--- src/rtl/axil_reg_slave.sv ---
`default_nettype none
// ============================================================================
// Module      : axil_reg_slave
// Description : AXI4-Lite register slave with NUM_REGS-1 byte-writable
//               registers and a read-only ID register at the top index.
// Revision    : 1.0 - initial release
// ============================================================================
module axil_reg_slave #(
  parameter int                    DATA_WIDTH = 32,
  parameter int                    ADDR_WIDTH = 8,
  parameter int                    NUM_REGS   = 8,
  parameter logic [DATA_WIDTH-1:0] ID_VALUE   = 32'hA5A5_0001
) (
  input  logic                    s0_axi_aclk,
  input  logic                    s0_axi_aresetn,
  input  logic [ADDR_WIDTH-1:0]   s0_axi_awaddr,
  input  logic                    s0_axi_awvalid,
  output logic                    s0_axi_awready,
  input  logic [DATA_WIDTH-1:0]   s0_axi_wdata,
  input  logic [DATA_WIDTH/8-1:0] s0_axi_wstrb,
  input  logic                    s0_axi_wvalid,
  output logic                    s0_axi_wready,
  output logic [1:0]              s0_axi_bresp,
  output logic                    s0_axi_bvalid,
  input  logic                    s0_axi_bready,
  input  logic [ADDR_WIDTH-1:0]   s0_axi_araddr,
  input  logic                    s0_axi_arvalid,
  output logic                    s0_axi_arready,
  output logic [DATA_WIDTH-1:0]   s0_axi_rdata,
  output logic [1:0]              s0_axi_rresp,
  output logic                    s0_axi_rvalid,
  input  logic                    s0_axi_rready
);

  localparam int         c_idx_w  = ADDR_WIDTH - 2;
  localparam int         c_strb_w = DATA_WIDTH / 8;
  localparam int         c_ro_idx = NUM_REGS - 1;
  localparam logic [1:0] c_okay   = 2'b00;
  localparam logic [1:0] c_slverr = 2'b10;

  localparam logic [0:0] c_w_idle = 1'b0;
  localparam logic [0:0] c_w_resp = 1'b1;
  localparam logic [0:0] c_r_idle = 1'b0;
  localparam logic [0:0] c_r_data = 1'b1;

  logic                  r_ready_en;
  logic [0:0]            r_wstate;
  logic [0:0]            r_rstate;
  logic                  r_aw_held;
  logic                  r_w_held;
  logic [ADDR_WIDTH-1:0] r_awaddr;
  logic [DATA_WIDTH-1:0] r_wdata;
  logic [c_strb_w-1:0]   r_wstrb;
  logic                  r_bvalid;
  logic [1:0]            r_bresp;
  logic                  r_rvalid;
  logic [1:0]            r_rresp;
  logic [DATA_WIDTH-1:0] r_rdata;
  logic [DATA_WIDTH-1:0] r_regs [0:NUM_REGS-2];

  logic                  w_awready;
  logic                  w_wready;
  logic                  w_arready;
  logic                  w_aw_hs;
  logic                  w_w_hs;
  logic                  w_ar_hs;
  logic                  w_commit;
  logic [c_idx_w-1:0]    w_widx;
  logic                  w_wr_ok;
  logic [c_idx_w-1:0]    w_ridx;
  logic                  w_rd_ok;
  logic [DATA_WIDTH-1:0] w_rd_data;

  // Readies stay low through reset and rise on the first edge after release.
  always_ff @(posedge s0_axi_aclk or negedge s0_axi_aresetn) begin
    if (!s0_axi_aresetn) r_ready_en <= 1'b0;
    else                 r_ready_en <= 1'b1;
  end

  assign w_awready = r_ready_en && (r_wstate == c_w_idle) && !r_aw_held;
  assign w_wready  = r_ready_en && (r_wstate == c_w_idle) && !r_w_held;
  assign w_arready = r_ready_en && (r_rstate == c_r_idle);
  assign w_aw_hs   = w_awready && s0_axi_awvalid;
  assign w_w_hs    = w_wready && s0_axi_wvalid;
  assign w_ar_hs   = w_arready && s0_axi_arvalid;
  assign w_commit  = (r_wstate == c_w_idle) && r_aw_held && r_w_held;

  assign w_widx  = r_awaddr[ADDR_WIDTH-1:2];
  assign w_wr_ok = (r_awaddr[1:0] == 2'b00) && (int'(w_widx) < NUM_REGS)
                   && (int'(w_widx) != c_ro_idx);
  assign w_ridx  = s0_axi_araddr[ADDR_WIDTH-1:2];
  assign w_rd_ok = (s0_axi_araddr[1:0] == 2'b00) && (int'(w_ridx) < NUM_REGS);

  always_comb begin
    w_rd_data = '0;
    if (w_rd_ok) begin
      if (int'(w_ridx) == c_ro_idx) w_rd_data = ID_VALUE;
      for (int i = 0; i < NUM_REGS - 1; i++) begin
        if (int'(w_ridx) == i) w_rd_data = r_regs[i];
      end
    end
  end

  always_ff @(posedge s0_axi_aclk or negedge s0_axi_aresetn) begin
    if (!s0_axi_aresetn) begin
      for (int i = 0; i < NUM_REGS - 1; i++) r_regs[i] <= '0;
    end else if (w_commit && w_wr_ok) begin
      for (int i = 0; i < NUM_REGS - 1; i++) begin
        for (int b = 0; b < c_strb_w; b++) begin
          if ((int'(w_widx) == i) && r_wstrb[b]) r_regs[i][8*b +: 8] <= r_wdata[8*b +: 8];
        end
      end
    end
  end

  // Address and data are latched independently; commit happens one edge
  // after both are held, so they may arrive in either order.
  always_ff @(posedge s0_axi_aclk or negedge s0_axi_aresetn) begin
    if (!s0_axi_aresetn) begin
      r_wstate  <= c_w_idle;
      r_aw_held <= 1'b0;
      r_w_held  <= 1'b0;
      r_awaddr  <= '0;
      r_wdata   <= '0;
      r_wstrb   <= '0;
      r_bvalid  <= 1'b0;
      r_bresp   <= c_okay;
    end else if (r_wstate == c_w_idle) begin
      if (w_aw_hs) begin
        r_aw_held <= 1'b1;
        r_awaddr  <= s0_axi_awaddr;
      end
      if (w_w_hs) begin
        r_w_held <= 1'b1;
        r_wdata  <= s0_axi_wdata;
        r_wstrb  <= s0_axi_wstrb;
      end
      if (w_commit) begin
        r_aw_held <= 1'b0;
        r_w_held  <= 1'b0;
        r_bvalid  <= 1'b1;
        r_bresp   <= w_wr_ok ? c_okay : c_slverr;
        r_wstate  <= c_w_resp;
      end
    end else if (s0_axi_bready) begin
      r_bvalid <= 1'b0;
      r_wstate <= c_w_idle;
    end
  end

  always_ff @(posedge s0_axi_aclk or negedge s0_axi_aresetn) begin
    if (!s0_axi_aresetn) begin
      r_rstate <= c_r_idle;
      r_rvalid <= 1'b0;
      r_rresp  <= c_okay;
      r_rdata  <= '0;
    end else if (r_rstate == c_r_idle) begin
      if (w_ar_hs) begin
        r_rdata  <= w_rd_data;
        r_rresp  <= w_rd_ok ? c_okay : c_slverr;
        r_rvalid <= 1'b1;
        r_rstate <= c_r_data;
      end
    end else if (s0_axi_rready) begin
      r_rvalid <= 1'b0;
      r_rstate <= c_r_idle;
    end
  end

  assign s0_axi_awready = w_awready;
  assign s0_axi_wready  = w_wready;
  assign s0_axi_arready = w_arready;
  assign s0_axi_bvalid  = r_bvalid;
  assign s0_axi_bresp   = r_bresp;
  assign s0_axi_rvalid  = r_rvalid;
  assign s0_axi_rresp   = r_rresp;
  assign s0_axi_rdata   = r_rdata;

endmodule
`default_nettype wire

--- config.mk ---
export PLATFORM = sky130hd
export DESIGN_NAME = axil_reg_slave
export DESIGN_NICKNAME = d
export VERILOG_FILES = /design/src/rtl/axil_reg_slave.sv
export SDC_FILE = /design/constraint.sdc
export NUM_CORES = 1
export LEC_CHECK = 0
export BUFFER_PORTS_ARGS = -buffer_cell sky130_fd_sc_hd__buf_2
export CAP_MARGIN = 15
export CORE_AREA = 2 2 153 155
export CTS_CLUSTER_SIZE = 14
export DETAILED_ROUTE_END_ITERATION = 6
export DIE_AREA = 0 0 155 157
export PLACE_DENSITY = 0.79
export SETUP_SLACK_MARGIN = 0.4
export SYNTH_ARGS = -nofsm -noshare
export SYNTH_HDL_FRONTEND = slang
export SYNTH_SLANG_ARGS = --single-unit
--- constraint.sdc ---
create_clock -name s0_axi_aclk -period 2.5 [get_ports s0_axi_aclk]
set_input_delay 0 -clock s0_axi_aclk [delete_from_list [all_inputs] [get_ports s0_axi_aclk]]
set_output_delay 0 -clock s0_axi_aclk [all_outputs]
set_load 0.1 [all_outputs]
==> out/results.tsv <==
metric	value	unit
Crit. End Element	register	
unrepaired setup endpoints after global routing	true	
Slew headroom	59.53	%
Die ar.	24340	um2
TritonCTS Buffers	34	
GRT overflow	0	
Starting Density	59.83	%
Synth Register Bits	309	
Hold Path Depth	5	
Slowest Stage Delay on Critical Path	0.40	ns
FF-to-FF setup slack	0.46	ns
I/O pin count	100	
postcts setup bufs	0	
final setup vio count	0	
slowest CP cell	dfrtp_1	
wire length per cell	23.99	um
CTS tree	done	
post-layout instance area	16210	um2
WP depth	6	
die height	157	um
mean number of vias per cell	6.582	
Final min period	2.036	ns
sum of negative setup slack	0	ns
status	complete, no violations	
Top delay family on crit path	simple AND/OR/NAND/NOR gates	
H-tree depth	2	
maximum vdd drop	728.7	uV
arrival time worst endpoint	2.42	ns
Fin Clk Skew	0.01370	ns
leakage power	0.007754	uW
Synth-to-Final Area Change	20.43	%
fin. max-slew vios	0	
worst-path maximum fanout	12	
Syn Inst Count	1025	
global-route wire length before repair	56460	um
DR vias	9873	
dpl hpwl	21540	um
Antenna Violating Nets Remaining	0	
ys flop type	dfrtp_1	
multi-input logic area	5582	um2
Worst EP required	2.88	ns
Longest Clk Path Bufs	3	
DR iter-0 viols	789	
sequential area share after synthesis	57.43	%
initial antenna violation count	1	
asr flop ratio synth	100.0	%
Synth cell types	52	
Root Buffer	clkbuf_16	
power per cell area	820.8	nW/um2
# clock sinks	309	
CP bufs+invs	1	
Reg-to-Reg Start	r_awaddr[1]	
fmax	491.1	MHz
area of the mapped netlist	13460	um2
drt pass-1 iters	6	
vias in the first global route	10048	
Die X-Extent	155	um
Max-Cap Viols	0	
Final Cycle Share	81.46	%
worst min-delay path category	primary input to register	
Layout fillers	1488	
Clk Latency, worst-skew pair	0.51	ns
worst setup path end	r_regs[172]	
Hold Vio Cnt, Final	0	
Reg clk slew, reported paths	0.06	ns
Slew @ Worst Pin	0.6024	ns
core area	22500	um2
Total Wirelength	35990	um
site row count	55	
cells along the critical path	nor4_2, nand2b_1, nor2_1, buf_6, nand3_2, mux2_2	
placed cell area	14520	um2
origin of the worst setup path	r_awaddr[1]	
depth of the worst register-to-register path	6	
share of layout cells above drive strength 1	40.77	%
Setup crit start kind	register	
Residual DRC	0	
Final GP Congestion	0.8827	
r2r endpoint	r_regs[172]	
WS Path Type	register to register	
synthesized area per cell	13.13	um2
largest net degree at the start of global routing	91	
Warnings, synthesis	0	
input/output buffers	97	
FF+latch area	7732	um2
Total Routing Usage GR	30.06	%
fin nets	1250	
number of flops mapped to enable cells by yosys	0	
synth_stat cells (2+ instances only):
cell,instances,area (um2)
nor3_1,10,50.05
dfrtp_1,309,7732
a21boi_0,6,45.04
buf_1,5,18.77
nor4_1,3,18.77
mux2_1,3,33.78
nand3b_1,2,15.01
and2_1,5,31.28
clkbuf_1,36,135.1
or3_1,2,12.51
buf_4,3,22.52
o211ai_1,4,30.03
inv_1,4,15.01
nand2b_1,5,31.28
o22ai_1,11,68.82
buf_2,11,55.05
a22oi_1,24,180.2
nor2b_1,3,18.77
nand2_1,58,217.7
mux2i_1,6,60.06
or4_1,10,75.07
nor2_1,34,127.6
o21a_1,5,37.54
a21o_1,3,22.52
o221ai_1,6,52.55
a31oi_1,5,31.28
mux2_2,268,3018
nand3_1,20,100.1
nand2_2,4,25.02
a222oi_1,3,30.03
a32oi_1,11,96.34
a21oi_1,18,90.09
o32a_1,5,50.05
o211a_1,10,100.1
o21ai_0,44,220.2
a221oi_1,50,437.9
and3_1,3,18.77
conb_1,2,7.510
sequential cells by signal, indices dropped and copies added (netlist names), 4 cells and up:
register,cells
r_wdata,32
r_awaddr,8
s0_axi_rdata,32
r_regs,224
r_wstrb,4
stage by stage:
step / hold slack [ns] / utilization, % / total power [uW] / worst slack [ns] / cells
floorplan: -0.2956 / - / 7472 / 0.3761 / 1026
global placement: 0.01061 / 64.51 / 8082 / 0.3630 / 1392
detailed placement: 0.01011 / 64.51 / 8177 / 0.2748 / 1392
CTS: 0.01052 / 71.87 / 13290 / 0.2371 / 1499
global route: 0.06152 / 72.05 / 13790 / 0.3705 / 1500
finish: 0.02382 / 72.05 / 13310 / 0.4636 / 1500
repair_timing:
item,in CTS,in global routing
pin swaps,0,1
endpoints found under the hold margin,133,0
gates resized for setup,16,8
setup endpoints to repair,136,203
hold buffers,48,0
worst reg2reg max path: cells and delay by family, from the launching register on:
kind                   cells  cell delay (ns)
AND/OR/NAND/NOR            4             0.94
buffers and inverters      1             0.18
multiplexers               1             0.40
flip-flops                 1             0.40
worst min-delay path by stage:
stage                     startpoint              end
floorplan             s0_axi_aresetn        r_aw_held
global placement      s0_axi_aresetn      r_wdata[26]
detailed placement    s0_axi_aresetn      r_wdata[24]
CTS                 s0_axi_araddr[0]  s0_axi_rdata[4]
global route        s0_axi_araddr[0]  s0_axi_rdata[4]
finish              s0_axi_araddr[0]  s0_axi_rdata[4]
per-layer routing:
| layer | GRT usage (%) | vias up | share of wire, % |
|---|---|---|---|
| met3 | 5.369 | 103 | 8.1 |
| met1 | 41.04 | 5087 | 40 |
| met2 | 48.44 | 468 | 48 |
| met5 | 0 | - | 0 |
| li1 | - | 4215 | - |
| met4 | 11.77 | 0 | 3.4 |
cell families after synthesis:
kind of cell | Yosys count | share of synthesized area (%)
buf+inv | 60 | 1.914
other cells | 2 | 0.05578
xor+xnor | 1 | 0.06507
flops | 309 | 57.43
simple gates | 167 | 6.069
mux | 277 | 23.11
compound gates | 209 | 11.35
power by group:
group          total [uW]  internal [uW]  switching, uW
logic                1620            791            833
clock network        5030           3020           2010
registers            6650           5640           1010
placed cells by master, fill, tap and decap left out, types with 16 or more instances in the layout:
master,instances
a21oi_1,18
a221oi_1,50
a22oi_1,24
buf_2,96
buf_4,29
clkbuf_16,35
dfrtp_1,309
dlygate4sd3_1,48
mux2_2,268
nand2_1,45
nand2_2,16
nor2_1,30
o21ai_0,44
final cells by class:
type | count | share of cell area (%)
Multi-Input combinational cell | 657 | 34.43
Antenna cell | 1 | 0.01543
Timing Repair Buffer | 185 | 8.612
Clock buffer | 48 | 6.197
Sequential cell | 309 | 47.69
Clock inverter | 11 | 0.7640
Inverter | 4 | 0.09261
Tap cell | 285 | 2.199
Power figures use the tool's default switching activity.
